**src/rtl/zbuffer_writer.sv**
```systemverilog
// Depth-tested pixel writer: reads the stored depth, compares, then writes color and depth
// through one Avalon-style master. Also counts committed and rejected pixels.
module zbuffer_writer #(
  parameter bit DEPTH_TEST_EN = 1'b1
) (
  input  logic        clock,
  input  logic        reset,
  input  logic [25:0] addr_in,
  input  logic [23:0] color_in,
  input  logic [31:0] depth_in,
  input  logic        in_data_valid,
  input  logic        done_in,
  output logic        stall_out,
  output logic        done_out,
  output logic [25:0] mem_addr,
  output logic        mem_read,
  output logic        mem_write,
  output logic [31:0] mem_writedata,
  output logic [3:0]  mem_byteenable,
  input  logic        mem_waitrequest,
  input  logic [31:0] mem_readdata,
  input  logic        mem_readdatavalid,
  input  logic        stats_clear,
  output logic [31:0] pix_written,
  output logic [31:0] pix_rejected
);

  typedef enum logic [2:0] {IDLE, RD_Z, WAIT_Z, WR_C, WR_Z} state_t;

  state_t      state_reg, state_next;
  logic [25:0] addr_reg;
  logic [23:0] color_reg;
  logic [31:0] depth_reg;
  logic [25:0] depth_addr;
  logic        accept;
  logic        depth_pass;
  logic        written_inc;
  logic        rejected_inc;

  // Depth word sits 4 bytes above the color word; the 26-bit sum wraps naturally.
  assign depth_addr     = addr_reg + 26'd4;
  assign depth_pass     = $signed(depth_reg) < $signed(mem_readdata);
  assign accept         = (state_reg == IDLE) && in_data_valid && !stall_out;
  assign mem_byteenable = 4'hF;

  always_comb begin
    state_next    = state_reg;
    mem_read      = 1'b0;
    mem_write     = 1'b0;
    mem_addr      = addr_reg;
    mem_writedata = depth_reg;
    written_inc   = 1'b0;
    rejected_inc  = 1'b0;
    case (state_reg)
      IDLE: begin
        if (accept) state_next = DEPTH_TEST_EN ? RD_Z : WR_C;
      end
      RD_Z: begin
        mem_read = 1'b1;
        mem_addr = depth_addr;
        if (!mem_waitrequest) state_next = WAIT_Z;
      end
      WAIT_Z: begin
        if (mem_readdatavalid) begin
          if (depth_pass) begin
            state_next = WR_C;
          end else begin
            state_next   = IDLE;
            rejected_inc = 1'b1;
          end
        end
      end
      WR_C: begin
        mem_write     = 1'b1;
        mem_writedata = {8'h00, color_reg};
        if (!mem_waitrequest) state_next = WR_Z;
      end
      WR_Z: begin
        mem_write = 1'b1;
        mem_addr  = depth_addr;
        if (!mem_waitrequest) begin
          state_next  = IDLE;
          written_inc = 1'b1;
        end
      end
      default: state_next = IDLE;
    endcase
  end

  always_ff @(posedge clock) begin
    if (reset) begin
      state_reg <= IDLE;
      stall_out <= 1'b1;
      done_out  <= 1'b0;
    end else begin
      state_reg <= state_next;
      stall_out <= (state_next != IDLE);
      done_out  <= done_in && (state_reg == IDLE) && !in_data_valid;
    end
  end

  // Pixel capture needs no reset: it is only consumed after an accept.
  always_ff @(posedge clock) begin
    if (accept) begin
      addr_reg  <= addr_in;
      color_reg <= color_in;
      depth_reg <= depth_in;
    end
  end

  // Clear takes priority over a coincident increment.
  always_ff @(posedge clock) begin
    if (reset || stats_clear) begin
      pix_written  <= 32'd0;
      pix_rejected <= 32'd0;
    end else begin
      if (written_inc)  pix_written  <= pix_written + 32'd1;
      if (rejected_inc) pix_rejected <= pix_rejected + 32'd1;
    end
  end

endmodule

```
**config.mk**
```make
export PLATFORM = sky130hd
export DESIGN_NAME = zbuffer_writer
export DESIGN_NICKNAME = d
export VERILOG_FILES = /design/src/rtl/zbuffer_writer.sv
export SDC_FILE = /design/constraint.sdc
export NUM_CORES = 1
export LEC_CHECK = 0
export BUFFER_PORTS_ARGS = -buffer_cell sky130_fd_sc_hd__buf_2
export CORE_MARGIN = 3
export CORE_UTILIZATION = 50
export CTS_BUF_LIST = sky130_fd_sc_hd__clkbuf_8
export CTS_CLUSTER_SIZE = 12
export DETAILED_ROUTE_END_ITERATION = 8
export GPL_ROUTABILITY_DRIVEN = 0
export PLACE_DENSITY = 0.8
export SETUP_SLACK_MARGIN = 0.05
export SYNTH_ARGS = -nofsm -noshare
export SYNTH_HDL_FRONTEND = slang
export SYNTH_SLANG_ARGS = --single-unit
```
**constraint.sdc**
```tcl
create_clock -name clock -period 24.7 [get_ports clock]
set_input_delay 3.705 -clock clock [delete_from_list [all_inputs] [get_ports clock]]
set_output_delay 3.705 -clock clock [all_outputs]
set_load 0.05 [all_outputs]
```
==> results.md <==
- I/O Pins: 251
- Post-route clock period utilization: 0.278
- Number of nets in the layout: about 1100
- Fmax achieved: 0.146 GHz
- Cell with the most instances after synthesis: sky130_fd_sc_hd__edfxtp_1
- # placed instances: 1087
- Clock-pin slew on the worst setup and hold paths: around 0.08 ns
- Detailed route wirelength on metal2: around 9100 um
- RSZ-0062 raised after global routing: no
- Antenna violations before repair: 1
- Setup TNS: 0 ns
- GRT Residual Overflow: 0
- Startpoint types: flip-flop
- Cell Area, Synth: 7340 um^2
- Setup Skew: 0.0111 ns
- Full die area: 16200 um^2
- Worst supply voltage drop on vdd: slightly below 0.00005 V
- Slew Limit Fails: 0
- Internal power: 0.387 mW
- Cell taking the most area after synthesis: sky130_fd_sc_hd__edfxtp_1
- Switch share: 0.280
- CTS-repair resized insts: 0
- Postcts setup bufs: 0
- Final setup violation count: 0
- Relative slew slack: 0.276
- Critical Path Fanout Max: 11
- Leakage: 3.74 nW
- Area delta synth->final: 23.3%
- Crit. End Element: primary output
- Aggregate routed wire length: 18300 um
- Maxcap violations: 0
- Initial core utilization: 0.521
- Data arrival time of the critical path: 3.15 ns
- Non-filler cells in the finished layout: 1120
- Number of hold violations in the final report: 0
- Sw power: 0.151 mW
- Tightest Hold Check Type: reg -> reg
- Vias in the first global route: about 6000
- Result of the run: finished clean
- Required @ worst endpoint: 21.00 ns
- Layout filler cell count: 1191
- Worst setup slack after layout: 17.85 ns
- Library cells used by synthesis: between 50 and 60
- Flop pwr share: 0.524
- Source-to-sink clock delay at the later pin of the worst-skew pair: 0.44 ns
- Prevailing post-synth register cell: sky130_fd_sc_hd__edfxtp_1
- Count of flip-flops with a built-in enable after synthesis: a little over 80
- Slew @ Worst Pin: 1.09 ns
- Die width: between 100 and 150 um
- Pin count of the biggest net entering global routing: 84
- Number of port buffers: 246
- P per Cell Area: 59.4 nW/um^2
- CTS Root Cell: sky130_fd_sc_hd__clkbuf_8
- Period minus WS final: 6.85 ns
- Number of cells produced by synthesis: between 600 and 700
- Per-cell routed wire length: 16.3 um
- Floorplan die height: 127 um
- Hold slack: approximately 0.48 ns
- Share of post-route cells with drive strength above 1: 0.331
- Number of optimization iterations in the first detailed-route pass: 6
- Highest signal layer in the routed design: met4
- Synth area leaders: sky130_fd_sc_hd__edfxtp_1 34%, sky130_fd_sc_hd__dfxtp_1 19%, sky130_fd_sc_hd__ha_1 5.8%
- Share of synthesized area occupied by flip-flops and latches: 0.524
- Detailed route wirelength on metal3: 1550 um
- Global-route wire length before repair: 28700 um
- Count of standard-cell rows: 43
- Gate power share: 0.139
- Routed metal-1 wire length: 7300 um
- Number of CTS-inserted buffers: 17
- Remaining routing DRC violations: 0
- YS warnings: 0
- Worst slack at placement: around 18 ns
- Core area: between 10000 and 15000 um^2
- Clock Tree Buf Depth: 2
- DR vias/cell: 5.42
- Clock power frac: 0.336
- Syn_area_per_cell: around 11 um^2
- CTS tree: yes
- DRT antenna net count: 0
- Count of routing violations after the opening detailed-route iteration: roughly 380
- Fraction of registers with async set or reset after synthesis: 0
- FF+latch count, synth: 151
- HPWL after detailed placement: 13700 um
- Post-layout utilization of the core: 0.642
- Most numerous cell types in the synthesized netlist: 82 x sky130_fd_sc_hd__edfxtp_1, 69 x sky130_fd_sc_hd__dfxtp_1, 48 x sky130_fd_sc_hd__a21oi_1, 47 x sky130_fd_sc_hd__nand2_1, 44 x sky130_fd_sc_hd__nor2_1
- Vias: 6067
- Area fraction of the dominant cell type after synthesis: 0.335
- H-tree level count: 4
- Type of the worst setup path: reg -> out
- Total Routing Usage GR: 0.223
- CTS Hold Bufs: 0
- Sinks on the clock net: 151
==> path summary, 6_finish.rpt <==
check / startpoint / to / slack (ns) / depth (start not counted)
worst min register to register: pix_rejected[31] / pix_rejected[31] / 0.48 / 2
worst max register to register: depth_reg[23] / pix_rejected[12] / 21.82 / 9
worst max-delay path: state_reg[0] / mem_addr[22] / 17.85 / 8
worst min-delay path: pix_rejected[31] / pix_rejected[31] / 0.48 / 2
==> layer usage <==
layer  up-vias  global-route usage
li1       2988                   -
met5         -                   0
met2       213               0.382
met1      2840               0.256
met4         0              0.0782
met3        26              0.0865
==> cell type report <==
class                           instances  area [um^2]  area share
Tap cell                              180          225      0.0249
Multi-Input combinational cell        465         3190       0.353
Inverter                               41          154      0.0170
Clock buffer                           17          234      0.0259
Clock inverter                         15          139      0.0153
Antenna cell                            1         2.50    0.000276
Sequential cell                       151         3840       0.425
Timing Repair Buffer                  250         1260       0.139
==> power by group through the flow <==
stage	clock network, mW	registers, mW	logic [mW]
floorplan	0	0.288	0.0531
global placement	0	0.287	0.0736
detailed placement	0	0.288	0.0750
CTS	0.185	0.282	0.0754
global route	0.195	0.283	0.0812
finish	0.181	0.282	0.0749
==> kinds of logic after synthesis <==
group                      count (synthesis)  synth area share
buffers and inverters                     72            0.0450
DFF                                      151             0.524
and+or+nand+nor                          243             0.185
xor gates and xnor gates                  47            0.0561
other                                      1          0.000511
muxes                                     26            0.0397
AOI/OAI and AO/OA                        111            0.0926
adders and majority gates                 34            0.0580
==> critical path, cell delays in order (launching register included) <==
cell and delay (ns):
sky130_fd_sc_hd__dfxtp_1 0.57, sky130_fd_sc_hd__xnor2_1 0.22, sky130_fd_sc_hd__nor4b_1 0.67, sky130_fd_sc_hd__and4_1 0.43, sky130_fd_sc_hd__nand2_1 0.10, sky130_fd_sc_hd__nor2_1 0.16, sky130_fd_sc_hd__nand2_1 0.08, sky130_fd_sc_hd__xnor2_1 0.18
sky130_fd_sc_hd__buf_2 0.30
==> layout by cell type (no fill, tap or decap), types with 8 or more instances in the layout <==
cell type,Yosys,routed
sky130_fd_sc_hd__a21oi_1,48,48
sky130_fd_sc_hd__dfxtp_1,69,69
sky130_fd_sc_hd__inv_1,41,43
sky130_fd_sc_hd__nor2_1,44,44
sky130_fd_sc_hd__o31ai_1,27,27
sky130_fd_sc_hd__or3_1,15,15
sky130_fd_sc_hd__and4_1,8,8
sky130_fd_sc_hd__nand4_1,18,18
sky130_fd_sc_hd__o21ai_0,17,17
sky130_fd_sc_hd__and3_1,14,14
sky130_fd_sc_hd__nand2_1,47,47
sky130_fd_sc_hd__edfxtp_1,82,82
sky130_fd_sc_hd__mux2_2,25,25
sky130_fd_sc_hd__xnor2_1,26,26
sky130_fd_sc_hd__buf_2,3,246
sky130_fd_sc_hd__xor2_1,21,21
sky130_fd_sc_hd__and2_1,8,8
sky130_fd_sc_hd__nand3_1,33,33
sky130_fd_sc_hd__clkbuf_8,0,17
sky130_fd_sc_hd__ha_1,34,34
sky130_fd_sc_hd__or4_1,27,27
==> metrics by stage <==
stage / total power, mW / cell area [um^2]
global route: 0.559 / 9050
floorplan: 0.342 / 7350
CTS: 0.542 / 9050
global placement: 0.361 / 8680
detailed placement: 0.363 / 8680
finish: 0.538 / 9050
Power figures use the tool's default switching activity.
